`config.mk`:
```
export PLATFORM = sky130hd
export DESIGN_NAME = index_mem_loader
export DESIGN_NICKNAME = d
export VERILOG_FILES = /design/src/rtl/index_test_pkg.sv /design/src/rtl/index_mem_loader.sv
export SDC_FILE = /design/constraint.sdc
export NUM_CORES = 1
export LEC_CHECK = 0
export BUFFER_PORTS_ARGS = -buffer_cell sky130_fd_sc_hd__buf_2
export CAP_MARGIN = 30
export CORE_UTILIZATION = 50
export DETAILED_ROUTE_END_ITERATION = 6
export GPL_TIMING_DRIVEN = 0
export PLACE_DENSITY = 0.72
export SETUP_SLACK_MARGIN = 0.5
export SLEW_MARGIN = 20
export SYNTH_ARGS = -nofsm -noshare
export SYNTH_HDL_FRONTEND = slang
export SYNTH_SLANG_ARGS = --single-unit
```
`constraint.sdc`:
```
create_clock -name clk -period 6.25 [get_ports clk]
set_clock_uncertainty 0.1 [all_clocks]
set_input_delay 0.3125 -clock clk [delete_from_list [all_inputs] [get_ports clk]]
set_output_delay 0.3125 -clock clk [all_outputs]
set_load 0.1 [all_outputs]
```
`src/rtl/index_test_pkg.sv`:
```
// rtl/index_test_pkg.sv - shared constants for the index loader and its downstream index model
package index_test_pkg;

  typedef enum logic [1:0] {
    IDLE = 2'd0,
    FILL = 2'd1,
    HOLD = 2'd2
  } ld_state_t;

  localparam int MEM_LO  = 2;
  localparam int MEM_HI  = 5;
  localparam int BYTE_HI = 15;
  localparam int BYTE_LO = 8;

  // Downstream index model: out_mem_8bit[OUT_LO..OUT_HI] mirrors in_mem_8bit[MEM_HI..MEM_LO].
  localparam int OUT_LO  = 4;
  localparam int OUT_HI  = 7;

  function automatic logic [2:0] slot_idx(input int slot);
    return 3'(slot);
  endfunction

endpackage

```
`src/rtl/index_mem_loader.sv`:
```
// rtl/index_mem_loader.sv - packs a byte stream into a 4-slot frame array with pad, overrun and hold/ack
module index_mem_loader
  import index_test_pkg::*;
#(
  parameter int         FRAME_LEN = 4,
  parameter logic [7:0] PAD_BYTE  = 8'd0
) (
  input  logic                   clk,
  input  logic                   rst,
  input  logic [BYTE_HI:BYTE_LO] in_data,
  input  logic                   in_valid,
  input  logic                   in_last,
  output logic                   in_ready,
  output logic [BYTE_HI:BYTE_LO] mem_out [MEM_LO:MEM_HI],
  output logic                   frame_valid,
  input  logic                   frame_ack,
  output logic                   short_frame,
  output logic [7:0]             overrun_cnt
);

  localparam logic [2:0] FIRST_IDX = slot_idx(MEM_LO);
  localparam logic [2:0] LAST_IDX  = slot_idx(MEM_LO + FRAME_LEN - 1);

  ld_state_t state_q, state_d;
  logic [2:0] idx_q, idx_d;
  logic accept, commit, drop;

  // Bytes of the frame in progress; mem_out only changes when a frame completes.
  logic [BYTE_HI:BYTE_LO] fill_q [MEM_LO:MEM_HI];

  assign in_ready    = (state_q != HOLD);
  assign frame_valid = (state_q == HOLD);
  assign accept      = in_valid && in_ready;

  always_ff @(posedge clk or posedge rst) begin
    if (rst) begin
      state_q <= IDLE;
      idx_q   <= FIRST_IDX;
    end else begin
      state_q <= state_d;
      idx_q   <= idx_d;
    end
  end

  always_comb begin
    state_d = state_q;
    idx_d   = idx_q;
    commit  = 1'b0;
    drop    = 1'b0;
    case (state_q)
      IDLE, FILL: begin
        if (accept) begin
          if (in_last) begin
            state_d = HOLD;
            idx_d   = FIRST_IDX;
            commit  = 1'b1;
          end else if (idx_q == LAST_IDX) begin
            state_d = IDLE;
            idx_d   = FIRST_IDX;
            drop    = 1'b1;
          end else begin
            state_d = FILL;
            idx_d   = idx_q + 3'd1;
          end
        end
      end
      HOLD: begin
        if (frame_ack) begin
          state_d = IDLE;
          idx_d   = FIRST_IDX;
        end
      end
      default: begin
        state_d = IDLE;
        idx_d   = FIRST_IDX;
      end
    endcase
  end

  always_ff @(posedge clk or posedge rst) begin
    if (rst) begin
      for (int i = MEM_LO; i <= MEM_HI; i++) begin
        mem_out[i] <= '0;
        fill_q[i]  <= '0;
      end
      short_frame <= 1'b0;
      overrun_cnt <= 8'd0;
    end else begin
      if (accept && !in_last) begin
        fill_q[idx_q] <= in_data;
      end
      // Earlier slots come from the fill buffer, the current byte lands at idx_q, the rest is padded.
      if (commit) begin
        for (int i = MEM_LO; i <= MEM_HI; i++) begin
          if (slot_idx(i) < idx_q) begin
            mem_out[i] <= fill_q[i];
          end else if (slot_idx(i) == idx_q) begin
            mem_out[i] <= in_data;
          end else begin
            mem_out[i] <= PAD_BYTE;
          end
        end
        short_frame <= (idx_q != LAST_IDX);
      end else if (state_q == HOLD && frame_ack) begin
        short_frame <= 1'b0;
      end
      if (drop && overrun_cnt != 8'hFF) begin
        overrun_cnt <= overrun_cnt + 8'd1;
      end
    end
  end

endmodule

```
Yosys cells after proc, flatten, opt, wreduce, memory -nomap -nowiden
Index checks and enable logic that the tools add are counted.
Widths: inputs -> output; s select.
- register bits after elaboration: 78
- output and inout bits: 43
- bitwise operators: 1
- add/sub/neg operators: 2
- equal/unequal tests: 12
- $lt $le $gt $ge: 6
- reduce and logical (&&, ||, !) cells: 10
- multiplexer cells: 30
- operators by type and width (kind ; number):
    $mux 8 ; 9
    $bwmux 32 ; 1
    $demux 8 s3 ; 1
    $mux 3 ; 4
    $mux 1 ; 10
    $add 8x1->8 const B ; 1
    $ne 8x8->1 const B ; 1
    $eq 2x3->1 const A ; 2
    $eq 3x3->1 const A ; 2
    $lt 2x3->1 const A ; 2
    $lt 3x3->1 const A ; 2
    $mux 2 ; 3
    $pmux 3 s2 ; 1
    $logic_and 1x1->1 ; 5
    $ge 4x4->1 const B ; 1
    $lt 4x1->1 const B ; 1
    $ne 2x2->1 const B ; 2
    $not 3->4 ; 1
    $pmux 2 s2 ; 1
    $add 3x1->3 const B ; 1
    $eq 3x3->1 const B ; 1
    $ne 3x3->1 const B ; 1
    $eq 2x1->1 const B ; 1
    $eq 2x2->1 const B ; 1
    other kinds (6) ; 6

Longest topological paths before layout
- depth after elaboration: 6
- gate-level depth with buffers: 7
- mapped depth without buffers: 5

Worst setup path before layout
No wires, ideal clock.
- path type: register to register
- start: register state_q[1]
- end: register fill_q[20] (netlist bit)
- stages on the path, launching flop included: 7
- clock period less this slack: 2345 ps
- setup time: 128 ps
- setup slack: 3905 ps
- arrival: 2118 ps
- data required time: 6022 ps
- cells stage by stage: dfrtp_1 -> nor2b_4 -> inv_2 -> nand2b_4 -> nor2b_1 -> buf_2 -> mux2_1
- longest elaborated chain between the ends: 3
- ends and longest elaborated chain (item ; line ; source):
    from (decl) ; index_mem_loader.sv:24 ; ld_state_t state_q, state_d;
    from (signal assigned) ; index_mem_loader.sv:40 ; state_q <= state_d;
    $ne 2x2->1 ; index_mem_loader.sv:31 ; assign in_ready = (state_q != HOLD);
    net in_ready ; index_mem_loader.sv:13 ; output logic in_ready,
    $logic_and 1x1->1 ; index_mem_loader.sv:33 ; assign accept = in_valid && in_ready;
    $logic_and 1x1->1 ; index_mem_loader.sv:89 ; if (accept && !in_last) begin
    to (signal, indexed assignment) ; index_mem_loader.sv:90 ; fill_q[idx_q] <= in_data;
    to (decl) ; index_mem_loader.sv:29 ; logic [BYTE_HI:BYTE_LO] fill_q [MEM_LO:MEM_HI];
The timed path passes the listed nets, and every way through them passes these cells.
A chain may end at the register's enable or synchronous reset.

Final worst setup path
- start: register idx_q[1]
- end: register fill_q[17] (netlist bit)
- longest elaborated chain between the ends: 6
- elaborated cells between the ends (all ways): 7
- classes of those cells: 2 x order compare; 3 x mux; 1 x bitwise; 1 x reduce/logical
- ends and longest elaborated chain (item ; line ; source):
    from (decl) ; index_mem_loader.sv:25 ; logic [2:0] idx_q, idx_d;
    from (signal assigned) ; index_mem_loader.sv:41 ; idx_q <= idx_d;
    $not 3->4 (not written as such) * ; index_mem_loader.sv:90 ;
    $ge 4x4->1 (not written as such) or $lt 4x1->1 (tied branches) ; index_mem_loader.sv:90 ;
    $logic_and 1x1->1 (not written as such) ; index_mem_loader.sv:90 ;
    $mux 8 (not written as such) ; index_mem_loader.sv:90 ;
    $demux 8 s3 * ; index_mem_loader.sv:90 ;
    $bwmux 32 * ; index_mem_loader.sv:90 ;
Mark *: on every way between the ends. The rest lies on a longest branch, timed or not.

==> results summary <==
The number of maximum-capacitance violations came out at 0. In the final timing run, aggregate negative setup slack is 0 ns. The count of pins on the block boundary came out at 56. The post-synthesis cell area is 3460 sq um.

The sequential fraction of the synthesis area is 56.4%. VDD sags by at most 0.000225 V. The number of warnings reported in the yosys synthesis log is 0.

The post-synthesis average cell area came out at 11.6 sq um. Relative to the synthesized area, the layout overhead comes to 17.0%. In this run the number of H-tree levels came out at 3. Among all flip-flop cells after synthesis, the most frequent one is sky130_fd_sc_hd__dfrtp_1. The number of enable flip-flop cells after synthesis came out at 0.

In this run the tool buffered the top-level ports with 55 buffer cells. The wire length of the first global-routing pass is 12300 um. The switching power share of the total came out at 39.9%.

The height of the die is 85.2 um. The pin slew with the least headroom to its limit is 0.573 ns. The die extent in x is 85.2 um.

The maximum net fanout on the critical path is 9. The internal portion of the total power is 849 uW. The CTS sink count is 78. For this run, the detailed router's first-pass iteration total came to 4. The number of fill cells in the layout came out at 558. The number of hold-slack violations in the final timing report is 0.

The net switching power figure is 563 uW. The area of the core is 6530 sq um. The effective utilization at floorplan is 53.0%. The worst-skew pair later-pin latency came out at 0.35 ns.

TritonCTS built the clock tree. The total setup buffers inserted after CTS is 0. The average wire per standard cell came out at 16.8 um. The minimum setup slack in the final design is 4.07 ns.

The share of final-layout standard cells stronger than drive strength 1 came out at 32.6%. The total nets after synthesis is 315. The number of cells upsized or downsized after cts is 0. In the layout the commonest cells are 77 x sky130_fd_sc_hd__dfrtp_1, 59 x sky130_fd_sc_hd__buf_2, 38 x sky130_fd_sc_hd__nand2_1. The cell area power density is 349 nW/um^2. The combinational fraction of design power is 31.5%. The critical path is of the reg -> reg type. The number of buffers inserted during clock tree synthesis is 9. The HPWL after detailed placement is 5210 um. Data on the critical path arrives at its endpoint at 2.32 ns. Global routing used 22.5% of the available tracks. The register share of total power is 45.0%.

The global placer's final weighted congestion came out at 0.842. The remaining design rule violation count is 0. The number of diodes added for antenna fixing is 0. The via count of the first global-routing pass was 2451. The number of antenna violations at the first check in global routing is 0. The area taken by flip-flops and latches is 1950 sq um.

In this run the critical register-to-register path is launched from idx_q[1]$_DFFE_PP1P_. The post-synthesis cell type with the largest combined area is sky130_fd_sc_hd__dfrtp_1. The worst pin sits at a relative slew slack of 61.5%. The residual antenna-violating net count after detailed routing is 0. The number of nets at the end of the flow came out at 383.

The library cell used most frequently in the layout, excluding fill and tap cells, is sky130_fd_sc_hd__dfrtp_1. The flow ran to the end, and the final reports show no timing, DRC or antenna violations. The maximum number of pins on one net before global-route repair is 47.

The flop and latch count out of synthesis is 78. The clock passes through at most 2 buffers. For this block, the via count after detailed routing is 2567. The cell sitting at the root of the clock tree is a sky130_fd_sc_hd__clkbuf_8.

In the final layout, the multi-input gates occupy 1410 sq um. The number of standard-cell rows in the floorplan is 29. STA classifies the critical path endpoint as a register. In this run the worst setup path begins at idx_q[1]$_DFFE_PP1P_.

The area share of the largest cell type after synthesis came out at 55.7%. The final cell count without fillers is 448. The static leakage power came out at 1.96 nW.

The worst-case setup slack after placement is 4.08 ns. The final critical-path share of the clock period came out at 34.9%. Setup repair after global routing left no endpoint under its margin. The required time of the worst setup path is 6.39 ns. The number of distinct standard cells referenced by the synthesized netlist came out at 43. The residual overflow from global routing came out at 0. The cell count after placement is 431. The relative contribution of the clock network to total power came out at 23.6%. The cell count after synthesis came out at 298. The worst hold-check path type is in -> reg. The post-detailed-route via-to-cell ratio is 5.73.

After detailed routing, the total wire length is 7520 um. The async set-reset flop share out of synthesis is 100%. The number of max-slew violations in the final report is 0. The post-cts hold buffer count came out at 1.

The final critical delay including setup and external delays came out at 2.18 ns. Clock-pin slew was measured on the worst setup and hold paths at 0.08 ns. STA classifies the critical path startpoint as a register.

The floorplan step defined a die boundary enclosing 7260 sq um. The origin of the worst min-delay path is frame_ack. By area the synthesized netlist is led by sky130_fd_sc_hd__dfrtp_1 56%, sky130_fd_sc_hd__mux2_2 9.4%, sky130_fd_sc_hd__o21ai_0 5.2%. For this block, the initial DRC count from the detailed router was 116. The count of final setup violators is 0. The peak clock frequency supported by timing came out at 459 MHz.
## kinds of logic (layout without fill, tap and decap cells)
group	after synthesis	in the layout	share of synthesized area, %
compound gates	81	81	14.0
flops	78	78	56.4
simple gates	75	75	13.3
mux	34	34	11.2
buf+inv	23	96	2.96
fa+ha+maj	4	4	1.45
xor+xnor	3	3	0.759
## power groups by stage
stage	Sequential, mW	Combinational [mW]	Clock, mW
2_1_floorplan	0.844	0.154	0
3_3_place_gp	0.637	0.435	0
3_5_place_dp	0.645	0.444	0
4_1_cts	0.635	0.446	0.342
5_1_grt	0.645	0.469	0.364
6_report	0.635	0.445	0.333
## flip-flops by register name, summed over array words and instances (netlist names)
signal	cells
fill_q	32
idx_q	3
mem_out	32
overrun_cnt	8
short_frame	1
state_q	2
## stage by stage
stage                     total power [mW]  util [%]  area, sq um  hold WS [ns]
after CTS                             1.42      62.0         4050        0.0794
final                                 1.41      62.0         4050        0.0942
after global routing                  1.48      62.0         4050        0.0828
after floorplan                      0.998         -         3460         0.311
after detailed placement              1.09      59.1         3860         0.255
after global placement                1.07      58.7         3830         0.361
## cells in the mapped netlist (2+ instances only)
master and count:
sky130_fd_sc_hd__clkbuf_1 11, sky130_fd_sc_hd__and3_1 9, sky130_fd_sc_hd__mux2_2 29, sky130_fd_sc_hd__buf_2 4, sky130_fd_sc_hd__nor3_4 2, sky130_fd_sc_hd__nor2b_1 2, sky130_fd_sc_hd__and2_1 2, sky130_fd_sc_hd__xnor2_1 3
sky130_fd_sc_hd__nor2_2 2, sky130_fd_sc_hd__a22oi_1 24, sky130_fd_sc_hd__o21ai_0 36, sky130_fd_sc_hd__a21oi_1 12, sky130_fd_sc_hd__ha_1 4, sky130_fd_sc_hd__nand3_1 5, sky130_fd_sc_hd__nor3_1 2, sky130_fd_sc_hd__inv_1 4
sky130_fd_sc_hd__a31oi_1 4, sky130_fd_sc_hd__nand2_1 38, sky130_fd_sc_hd__dfrtp_1 77, sky130_fd_sc_hd__inv_2 2, sky130_fd_sc_hd__mux2_1 4
## path summary, 6_finish.rpt
| check | to | cells after the start | slack (ns) |
|---|---|---|---|
| worst min-delay path | state_q[1]$_DFFE_PP0P_ | 2 | 0.09 |
| min in group asynchronous | mem_out[22]$_DFFE_PP0P_ | 3 | 0.42 |
| max in group asynchronous | overrun_cnt[4]$_DFFE_PP0P_ | 4 | 5.07 |
| worst min register to register | mem_out[12]$_DFFE_PP0P_ | 2 | 0.38 |
| worst max-delay path | fill_q[17]$_DFFE_PP0P_ | 6 | 4.07 |
| worst max register to register | fill_q[17]$_DFFE_PP0P_ | 6 | 4.07 |
## cell type report
type | count | share of cell area [%]
Buffer | 17 | 1.98
Clock buffer | 11 | 3.49
Timing Repair Buffer | 57 | 7.73
Multi-Input combinational cell | 197 | 34.7
Inverter | 6 | 0.618
Tap cell | 77 | 2.38
Clock inverter | 5 | 0.865
Sequential cell | 78 | 48.2
## layer usage
metal  GRT usage [%]  vias to the layer above  wire length, um
li1                -                     1201                -
met1            31.6                     1290             3540
met2            35.2                       69             3540
met3            5.54                        7              365
met4            6.01                        0               68
met5               0                        -                0
## critical path, stage by stage (launching register included)
cell	delay, ns
sky130_fd_sc_hd__dfstp_2	0.55
sky130_fd_sc_hd__buf_2	0.21
sky130_fd_sc_hd__inv_2	0.11
sky130_fd_sc_hd__nor3_4	0.35
sky130_fd_sc_hd__nor2b_1	0.17
sky130_fd_sc_hd__buf_2	0.22
sky130_fd_sc_hd__mux2_2	0.36
Note: power is estimated with default switching activity, not from simulation.
